<file path="src/rtl/qbus_dma_master.sv">
`default_nettype none
// ============================================================================
// Module   : qbus_dma_master
// Purpose  : Qbus DMA bus-master sequencer. Takes 1..8 word DATI/DATO
//            commands, arbitrates via BDMR/BDMGI/BSACK, runs the bus cycles
//            on BDAL and releases the bus after each command.
// Revision : 1.0  initial release
// ============================================================================
module qbus_dma_master #(
    parameter int T_ASU = 15,
    parameter int T_AH  = 10,
    parameter int T_DSU = 10,
    parameter int T_RDK = 20,
    parameter int T_TO  = 1000
) (
    input  logic        clock,
    input  logic        reset,
    input  logic        cmd_valid,
    output logic        cmd_ready,
    input  logic        cmd_write,
    input  logic [21:0] cmd_addr,
    input  logic [2:0]  cmd_len,
    input  logic [15:0] wr_data,
    output logic        wr_req,
    output logic [15:0] rd_data,
    output logic        rd_valid,
    output logic        busy,
    output logic        done,
    output logic        error,
    input  logic [21:0] BDALf_IN,
    input  logic        BRPLYf,
    input  logic        BDMGIf,
    input  logic        BSYNCf,
    output logic [21:0] BDALf_OUT,
    output logic [21:0] BDALf_OE,
    output logic        Outbound,
    output logic        BSYNCg,
    output logic        BDINg,
    output logic        BDOUTg,
    output logic        BWTBTg,
    output logic        BBS7g,
    output logic        BDMRg,
    output logic        BSACKg,
    output logic        BDMGOg
);

    localparam int C_CW = 16;

    localparam logic [C_CW-1:0] c_ASU_LAST = C_CW'(T_ASU - 1);
    localparam logic [C_CW-1:0] c_AH_LAST  = C_CW'(T_AH - 1);
    localparam logic [C_CW-1:0] c_DSU_END  = C_CW'(T_DSU);
    localparam logic [C_CW-1:0] c_RDK_LAST = C_CW'(T_RDK - 1);
    localparam logic [C_CW-1:0] c_TO_LAST  = C_CW'(T_TO - 1);

    localparam logic [3:0] c_IDLE      = 4'd0;
    localparam logic [3:0] c_REQ       = 4'd1;
    localparam logic [3:0] c_GRANT     = 4'd2;
    localparam logic [3:0] c_ADDR      = 4'd3;
    localparam logic [3:0] c_SYNC      = 4'd4;
    localparam logic [3:0] c_DATA      = 4'd5;
    localparam logic [3:0] c_WAIT_RPLY = 4'd6;
    localparam logic [3:0] c_END       = 4'd7;
    localparam logic [3:0] c_RELEASE   = 4'd8;
    localparam logic [3:0] c_ABORT     = 4'd9;

    logic [3:0]      r_state;
    logic [C_CW-1:0] r_cnt;
    logic [21:0]     r_addr;
    logic            r_write;
    logic [2:0]      r_left;
    logic            r_bbs7;
    logic [15:0]     r_wdata;
    logic            r_got_rply;
    logic [15:0]     r_rd_data;
    logic            r_rd_valid;

    logic r_rply_meta, r_rply;
    logic r_dmg_meta,  r_dmg;
    logic r_sync_meta, r_sync;

    logic [21:0] w_next_addr;
    logic        w_unused;

    assign w_next_addr = r_addr + 22'd2;
    // Byte-address bit 0 and the upper BDAL inputs carry nothing for word DATI.
    assign w_unused    = ^{cmd_addr[0], BDALf_IN[21:16]};

    assign rd_data  = r_rd_data;
    assign rd_valid = r_rd_valid;

    // Two-flop synchronizers; stored active-high (bus lines are active-low).
    always_ff @(posedge clock or posedge reset) begin
        if (reset) begin
            r_rply_meta <= 1'b0;
            r_rply      <= 1'b0;
            r_dmg_meta  <= 1'b0;
            r_dmg       <= 1'b0;
            r_sync_meta <= 1'b0;
            r_sync      <= 1'b0;
        end else begin
            r_rply_meta <= ~BRPLYf;
            r_rply      <= r_rply_meta;
            r_dmg_meta  <= ~BDMGIf;
            r_dmg       <= r_dmg_meta;
            r_sync_meta <= ~BSYNCf;
            r_sync      <= r_sync_meta;
        end
    end

    // Bus-master sequencer: one pass ADDR..END per word, bus released per command.
    always_ff @(posedge clock or posedge reset) begin
        if (reset) begin
            r_state    <= c_IDLE;
            r_cnt      <= '0;
            r_addr     <= '0;
            r_write    <= 1'b0;
            r_left     <= '0;
            r_bbs7     <= 1'b0;
            r_wdata    <= '0;
            r_got_rply <= 1'b0;
            r_rd_data  <= '0;
            r_rd_valid <= 1'b0;
        end else begin
            r_rd_valid <= 1'b0;
            case (r_state)
                c_IDLE: begin
                    if (cmd_valid && cmd_ready) begin
                        r_addr  <= {cmd_addr[21:1], 1'b0};
                        r_write <= cmd_write;
                        r_left  <= cmd_len;
                        r_bbs7  <= &cmd_addr[21:13];
                        r_state <= c_REQ;
                    end
                end
                c_REQ: begin
                    if (r_dmg) r_state <= c_GRANT;
                end
                c_GRANT: begin
                    // Previous master must have finished its cycle.
                    if (!r_sync && !r_rply) begin
                        r_cnt   <= '0;
                        r_state <= c_ADDR;
                    end
                end
                c_ADDR: begin
                    if (r_cnt == c_ASU_LAST) begin
                        r_cnt   <= '0;
                        r_state <= c_SYNC;
                    end else begin
                        r_cnt <= r_cnt + 1'b1;
                    end
                end
                c_SYNC: begin
                    if (r_cnt == c_AH_LAST) begin
                        r_cnt      <= '0;
                        r_got_rply <= 1'b0;
                        // DATI asserts BDIN right away, so it skips the data-setup phase.
                        r_state    <= r_write ? c_DATA : c_WAIT_RPLY;
                    end else begin
                        r_cnt <= r_cnt + 1'b1;
                    end
                end
                c_DATA: begin
                    if (r_cnt == '0) r_wdata <= wr_data;
                    if (r_cnt == c_DSU_END) begin
                        r_cnt   <= '0;
                        r_state <= c_WAIT_RPLY;
                    end else begin
                        r_cnt <= r_cnt + 1'b1;
                    end
                end
                c_WAIT_RPLY: begin
                    if (!r_got_rply) begin
                        if (r_rply) begin
                            r_got_rply <= 1'b1;
                            r_cnt      <= '0;
                        end else if (r_cnt == c_TO_LAST) begin
                            r_state <= c_ABORT;
                        end else begin
                            r_cnt <= r_cnt + 1'b1;
                        end
                    end else if (r_cnt == c_RDK_LAST) begin
                        if (!r_write) begin
                            r_rd_data  <= ~BDALf_IN[15:0];
                            r_rd_valid <= 1'b1;
                        end
                        r_state <= c_END;
                    end else begin
                        r_cnt <= r_cnt + 1'b1;
                    end
                end
                c_END: begin
                    if (!r_rply) begin
                        r_cnt <= '0;
                        if (r_left != 3'd0) begin
                            r_left  <= r_left - 1'b1;
                            r_addr  <= w_next_addr;
                            r_bbs7  <= &w_next_addr[21:13];
                            r_state <= c_ADDR;
                        end else begin
                            r_state <= c_RELEASE;
                        end
                    end
                end
                c_RELEASE: r_state <= c_IDLE;
                c_ABORT:   r_state <= c_IDLE;
                default:   r_state <= c_IDLE;
            endcase
        end
    end

    // Output decode from state, so an asynchronous reset drops every drive at once.
    always_comb begin
        cmd_ready = (r_state == c_IDLE);
        busy      = (r_state != c_IDLE);
        BDMRg     = (r_state == c_REQ);
        BSACKg    = 1'b0;
        BSYNCg    = 1'b0;
        BDINg     = 1'b0;
        BDOUTg    = 1'b0;
        BWTBTg    = 1'b0;
        BBS7g     = 1'b0;
        Outbound  = 1'b0;
        BDALf_OUT = '0;
        BDALf_OE  = '0;
        wr_req    = 1'b0;
        done      = 1'b0;
        error     = 1'b0;
        case (r_state)
            c_GRANT: BSACKg = 1'b1;
            c_ADDR, c_SYNC: begin
                BSACKg    = 1'b1;
                BSYNCg    = (r_state == c_SYNC);
                BDALf_OUT = r_addr;
                BDALf_OE  = '1;
                Outbound  = 1'b1;
                BBS7g     = r_bbs7;
                BWTBTg    = r_write;
            end
            c_DATA: begin
                // Only DATO reaches here; address lingers one cycle while the word is fetched.
                BSACKg    = 1'b1;
                BSYNCg    = 1'b1;
                BDALf_OE  = '1;
                Outbound  = 1'b1;
                BDALf_OUT = (r_cnt == '0) ? r_addr : {6'd0, r_wdata};
                wr_req    = (r_cnt == '0);
            end
            c_WAIT_RPLY, c_END: begin
                BSACKg = 1'b1;
                BSYNCg = 1'b1;
                BDINg  = (r_state == c_WAIT_RPLY) && !r_write;
                BDOUTg = (r_state == c_WAIT_RPLY) && r_write;
                if (r_write) begin
                    BDALf_OUT = {6'd0, r_wdata};
                    BDALf_OE  = '1;
                    Outbound  = 1'b1;
                end
            end
            c_RELEASE: done  = 1'b1;
            c_ABORT:   error = 1'b1;
            default: ;
        endcase
    end

    // Grant daisy-chain pass-through on the raw input.
    assign BDMGOg = !BDMGIf && !(BDMRg || BSACKg);

endmodule
`default_nettype wire

</file>
<file path="config.mk">
export PLATFORM = sky130hd
export DESIGN_NAME = qbus_dma_master
export DESIGN_NICKNAME = d
export VERILOG_FILES = /design/src/rtl/qbus_dma_master.sv
export SDC_FILE = /design/constraint.sdc
export NUM_CORES = 1
export LEC_CHECK = 0
export CELL_PAD_IN_SITES_DETAIL_PLACEMENT = 0
export CELL_PAD_IN_SITES_GLOBAL_PLACEMENT = 1
export CORE_MARGIN = 2
export CORE_UTILIZATION = 39
export DETAILED_ROUTE_END_ITERATION = 8
export PLACE_DENSITY = 0.86
export SYNTH_ARGS = -nofsm -noshare
export SYNTH_HDL_FRONTEND = slang
export SYNTH_SLANG_ARGS = --single-unit
</file>
<file path="constraint.sdc">
create_clock -name clock -period 4.4 [get_ports clock]
set_input_delay 0.88 -clock clock [delete_from_list [all_inputs] [get_ports clock]]
set_output_delay 0.88 -clock clock [all_outputs]
set_load 0.05 [all_outputs]
</file>
==> metrics.txt, run 1 <==
pwr dens 795 nW/um^2; Setup crit start kind flop; initial core utilization 0.401; asr flop ratio synth 1.00; Top FF cell, synth dfrtp_1; drt total wl between 10000 and 15000 um; first-pass GRT wire length about 22000 um; Final setup viols 0; critical path launch point r_state[2]; clk_skew 0.00866 ns; Layout area overhead 30.6%; IO buf count roughly 140; area of placed instances roughly 6400 um^2; Synth Net Count about 640; outcome finished clean; TritonCTS clock tree yes; worst vdd ir approximately 0.35 mV; grt ovf 0; crit path cell chain nand2_1, or3_1, nor2_2, buf_4, clkdlybuf4s50_1; number of distinct library cells after synthesis 65; IO Pins 145; vias in the first global route ~4400; Inserted Clock Buffers 9; final hold violations 0; clock root buffer clkbuf_16; htree depth 3; Post-synth top cells 86 x dfrtp_1, 52 x nand2_1, 45 x nor2_1; share of the synthesized area in the top cell type 0.422; CP peak stage delay between 0.8 and 0.9 ns; crit path time final about 3.8 ns; via count between 4000 and 5000; leakage between 2 and 3 nW; RD Place Congestion just over 0.8; CP Max Fanout 18; diode count 0; worst-case clock buffer depth 2; # clock sinks 86; Die H 118 um; Area contributors post-synth dfrtp_1 42%, mux2_2 4.2%, a21oi_1 4.0%; post-synthesis sequential area ratio 0.422; Worst Path Buf+Inv 2; Slowest cell on crit path clkdlybuf4s50_1; die width between 100 and 150 um; Post-CTS Resized 0; clock slew at reported path FFs around 0.06 ns; post-synthesis sequential element count between 80 and 90; Crit path max-delay family buffers and inverters; die area 14000 um^2; hold path startpoint r_sync_meta; reg2reg start r_state[3]; worst slew pin tran 0.994 ns; Avg Cell Area, Syn roughly 9 um^2; Row Count roughly 40; f_max 265 MHz; crit path kind reg -> out; design area roughly 6700 um^2; setup repair bufs after CTS 0; Max Slew Vio Count 0; max cap viols 0; Yosys warning count 0; initial antenna violation count 0; Setup TNS 0 ns; cell area after synthesis 5100 um^2; layout cells sized above 1 0.123; drc violations 0; Worst Path Required approximately 3.5 ns; Post-synth EDFFs 0; unrepaired setup endpoints after global routing no; post-detailed-route count of antenna-violating nets 0; Total Routing Usage GR 0.193; drt wl/cell between 15 and 20 um; Post-Synthesis Cells between 500 and 600; DPL Wire Length a little under 10000 um; Clock Latency Late Sink ~0.35 ns; relative slew slack 0.337; Worst EP arrival 2.90 ns; router iterations before antenna repair 5; CTS Hold Bufs 0; Hold Crit Class reg -> reg; final worst path period share 0.859; via/cell ratio 5.46; final net count between 700 and 800; most common cell in the netlist dfrtp_1; kind of end point of the critical path primary output; post-synth top area cell dfrtp_1; core area between 10000 and 15000 um^2; largest net degree at the start of global routing 57; DRT iter0 DRCs 327
==> path summary, 6_finish.rpt <==
kind	to	slack (ns)	cells past startpoint
setup / recovery	wr_req	0.62	5
hold / removal	r_sync	0.35	0
setup reg to reg	r_addr[19]	1.72	6
hold reg to reg	r_sync	0.35	0
max in group asynchronous	r_cnt[5]	2.57	3
min in group asynchronous	rd_data[14]	1.05	2
==> cell type report <==
class                   count  area, um^2
clock inverters             7        63.8
inverters                  14        53.8
clock buffers               9         225
multi-input cells         412        2580
well taps                 172         215
repair buffers            145        1380
flip-flops and latches     86        2150
fillers                  1221        6060
==> logic make-up (layout without fill, tap and decap cells) <==
family / after synthesis / in the layout / share of synthesized area
multiplexers: 22 / 22 / 0.0485
flip-flops: 86 / 86 / 0.422
AO/OA/AOI/OAI: 140 / 140 / 0.170
adder cells (fa/ha/maj): 7 / 7 / 0.0172
buffers and inverters: 69 / 175 / 0.0750
XOR/XNOR: 11 / 11 / 0.0189
AND/OR/NAND/NOR: 232 / 232 / 0.249
==> flip-flops by register name, indices dropped and copies added (netlist names) <==
signal	count
r_got_rply	1
r_dmg_meta	1
r_write	1
r_cnt	16
r_rply	1
r_sync	1
r_state	4
rd_data	16
r_addr	21
r_bbs7	1
r_rply_meta	1
r_left	3
r_wdata	16
r_sync_meta	1
rd_valid	1
r_dmg	1
==> routing by layer <==
| layer | vias to the layer above | GRT usage | wire length (um) |
|---|---|---|---|
| li1 | 2235 | - | - |
| met1 | 2210 | 0.259 | 6300 |
| met2 | 156 | 0.296 | 6130 |
| met3 | 15 | 0.0656 | 947 |
| met4 | 0 | 0.0588 | 194 |
| met5 | - | 0 | 0 |
==> cell usage in the layout, fill, tap and decap left out, types with 7 or more instances in the layout <==
cell type        instances
clkdlybuf4s50_1        116
dfrtp_1                 86
nand2_1                 52
nor2_1                  44
o21ai_0                 41
a21oi_1                 40
nand3_1                 30
buf_4                   29
mux2_2                  19
a22o_1                  19
nor3_1                  13
nand4_1                 13
and3_1                  13
inv_1                   13
and2_1                  11
clkbuf_16                9
xor2_1                   8
nor2b_1                  7
nand2b_1                 7
ha_1                     7
==> where the power goes <==
group          switching, mW  internal, mW
logic                   2.12          1.10
clock network          0.350         0.395
registers              0.329          1.01
==> per-stage QoR <==
stage          power (mW)  std cells  hold WS (ns)  worst slack (ns)   util
6_report             5.30        845         0.353             0.622  0.524
2_1_floorplan        3.83        567         0.331             0.455      -
3_3_place_gp         4.51        829         0.334              1.07  0.501
4_1_cts              5.33        845         0.357             0.637  0.524
3_5_place_dp         4.58        829         0.342              1.03  0.501
5_1_grt              5.58        845         0.362             0.499  0.524
Power figures use the tool's default switching activity.
==> run 2, diff against run 1 <==
--- a/config.mk
+++ b/config.mk
@@ -10,6 +10,7 @@
 export CORE_MARGIN = 2
 export CORE_UTILIZATION = 39
 export DETAILED_ROUTE_END_ITERATION = 8
+export GPL_TIMING_DRIVEN = 0
 export PLACE_DENSITY = 0.86
 export SYNTH_ARGS = -nofsm -noshare
 export SYNTH_HDL_FRONTEND = slang
==> run 2 against run 1 <==
  * Worst hold slack better by 0.0067 ns
  * Highest routed layer unchanged
  * Utilization is 3.1 points higher
  * Maximum frequency down 9.5%
  * Clock skew increased by 0.0031 ns
  * Flip-flop and latch count stayed put
==> metrics.txt, run 2 (same netlist as run 1, synthesis figures left out) <==
outcome finished clean; first-pass GRT wire length 24500 um (+12%); largest net degree at the start of global routing 55 (-3.5%); RD Place Congestion 0.857 (+3.4%); initial core utilization 0.401 (unchanged); worst vdd ir 0.390 mV (+13%); Fillers 1186 (-2.9%); Layout area overhead 38.2%; Largest Register r_addr; crit path time final 4.17 ns (+0.395 ns); Row Count 41 (unchanged); Final setup viols 0 (unchanged); worst-case clock buffer depth 2 (unchanged); Non-Filler Instances 893 (+5.7%); drt total wl 14900 um (+9.8%); htree depth 3 (unchanged); Worst Path Required 3.52 ns (about the same); via/cell ratio 5.49 (+0.53%); diode count 0 (unchanged); placed cells 877 (+5.8%); initial antenna violation count 0 (unchanged); via count 4904 (+6.2%); kind of end point of the critical path primary output; Die H 118 um (unchanged); Comb pwr share 0.646 (+0.039); Setup crit start kind flop; IO buf count 137 (unchanged); grt ovf 0 (unchanged); Clock Latency Late Sink 0.35 ns (about the same); Inserted Clock Buffers 9 (unchanged); IO Pins 145 (unchanged); clock root buffer clkbuf_16; layout cells sized above 1 0.130 (+0.00705); internal power 2.85 mW (+14%); worst slew pin tran 0.853 ns (-0.141 ns); max reg flops 21 (unchanged); drc violations 0 (unchanged); clk_skew 0.0118 ns (+0.00311 ns); die width 118 um (unchanged); final worst path period share 0.948 (+0.0898); DRT iter0 DRCs 374 (+14%); DPL Wire Length 11200 um (+14%); crit path cell chain buf_2, clkbuf_1, nor2b_2, nand3_1, nand2_1, clkbuf_1, a22o_1, clkdlybuf4s50_1; leakage 3.08 nW (+9.7%); design area 7060 um^2 (+5.9%); area of placed instances 6720 um^2 (+5.4%); clock slew at reported path FFs 0.07 ns (about the same); CP peak stage delay 0.80 ns (-0.05 ns); TritonCTS clock tree yes; core area 12700 um^2 (unchanged); Hold Crit Class reg -> reg; unrepaired setup endpoints after global routing no; relative slew slack 0.431 (+0.0941); Clk pwr share 0.136 (-0.005); Sequential Power Share 0.218 (-0.034); commonest cells after routing, fill and taps aside 130 x clkdlybuf4s50_1, 86 x dfrtp_1, 52 x nand2_1; final hold violations 0 (unchanged); Slowest cell on crit path clkdlybuf4s50_1; most used cell, CP clkbuf_1; post-detailed-route count of antenna-violating nets 0 (unchanged); Net Sw Power 2.86 mW (+2.2%); final net count 793 (+6.4%); vias in the first global route 4679 (+6.1%); Max Slew Vio Count 0 (unchanged); f_max 240 MHz (-9.5%); Total Routing Usage GR 0.217 (+0.0234); max cap viols 0 (unchanged); leading cell type in the layout, fill and taps excluded clkdlybuf4s50_1; pwr dens 810 nW/um^2 (+1.8%); CP Max Fanout 10 (-8); drt wl/cell 16.7 um (+3.9%); die area 14000 um^2 (unchanged); Net Sw Frac 0.501 (-0.0273); crit path kind reg -> out; Worst EP arrival 3.29 ns (+0.39 ns); # clock sinks 86 (unchanged); router iterations before antenna repair 7 (+2)
==> run 2: cell type report <==
cell class | count | area [um^2] | share of cell area
plain buffers | 55 | 332 | 0.0470
clock buffers | 10 | 239 | 0.0339
clock inverters | 6 | 61.3 | 0.00869
inverters | 14 | 55.1 | 0.00780
multi-input cells | 412 | 2580 | 0.366
flip-flops and latches | 86 | 2150 | 0.305
well taps | 172 | 215 | 0.0305
repair buffers | 138 | 1420 | 0.201
==> run 2: worst paths after layout <==
path	to	slack, ns	from	depth (start not counted)
setup / recovery	BDALf_OUT[6]	0.23	r_state[2]	8
setup reg to reg	r_addr[7]	1.98	r_state[0]	7
hold / removal	r_sync	0.36	r_sync_meta	0
hold reg to reg	r_sync	0.36	r_sync_meta	0
min in group asynchronous	rd_data[0]	0.90	reset	2
max in group asynchronous	rd_data[4]	2.89	reset	3
==> run 2: what timing repair did <==
action / in CTS / in global routing
resized for setup: 1 / 11
setup buffers: 0 / 0
hold endpoints to repair: 0 / 0
endpoints found under the setup margin: 23 / 19
hold buffers: 0 / 0
pin swaps: 0 / 0
==> run 2: per-stage QoR <==
| stage | TNS [ns] | util | hold WS [ns] | power, mW | setup WS, ns |
|---|---|---|---|---|---|
| after global routing | 0 | 0.555 | 0.371 | 6.03 | 0.0205 |
| after floorplan | 0 | - | 0.331 | 3.83 | 0.455 |
| after CTS | 0 | 0.552 | 0.359 | 5.74 | 0.0891 |
| after detailed placement | 0 | 0.528 | 0.346 | 4.96 | 0.269 |
| final | 0 | 0.555 | 0.360 | 5.71 | 0.227 |
| after global placement | -11.86 | 0.526 | 0.339 | 4.90 | -0.143 |
==> run 2: layer usage <==
| metal | share of wire | track usage | vias to the layer above |
|---|---|---|---|
| met1 | 0.45 | 0.304 | 2353 |
| met4 | 0.021 | 0.0856 | 0 |
| met3 | 0.082 | 0.0507 | 22 |
| met2 | 0.45 | 0.324 | 206 |
| met5 | 0 | 0 | - |
| li1 | - | - | 2323 |
==> run 2: critical path: cells and delay by family (launching register included) <==
kind            cells  cell delay [ns]
flops               1             0.32
buf+inv             4             1.67
simple gates        3             0.76
compound gates      1             0.18
==> run 2: power by group through the flow <==
stage	clock [mW]	combinational (mW)	sequential [mW]
3_5_place_dp	0	3.71	1.25
5_1_grt	0.830	3.92	1.28
2_1_floorplan	0	2.66	1.17
6_report	0.776	3.69	1.25
4_1_cts	0.795	3.71	1.24
3_3_place_gp	0	3.66	1.24
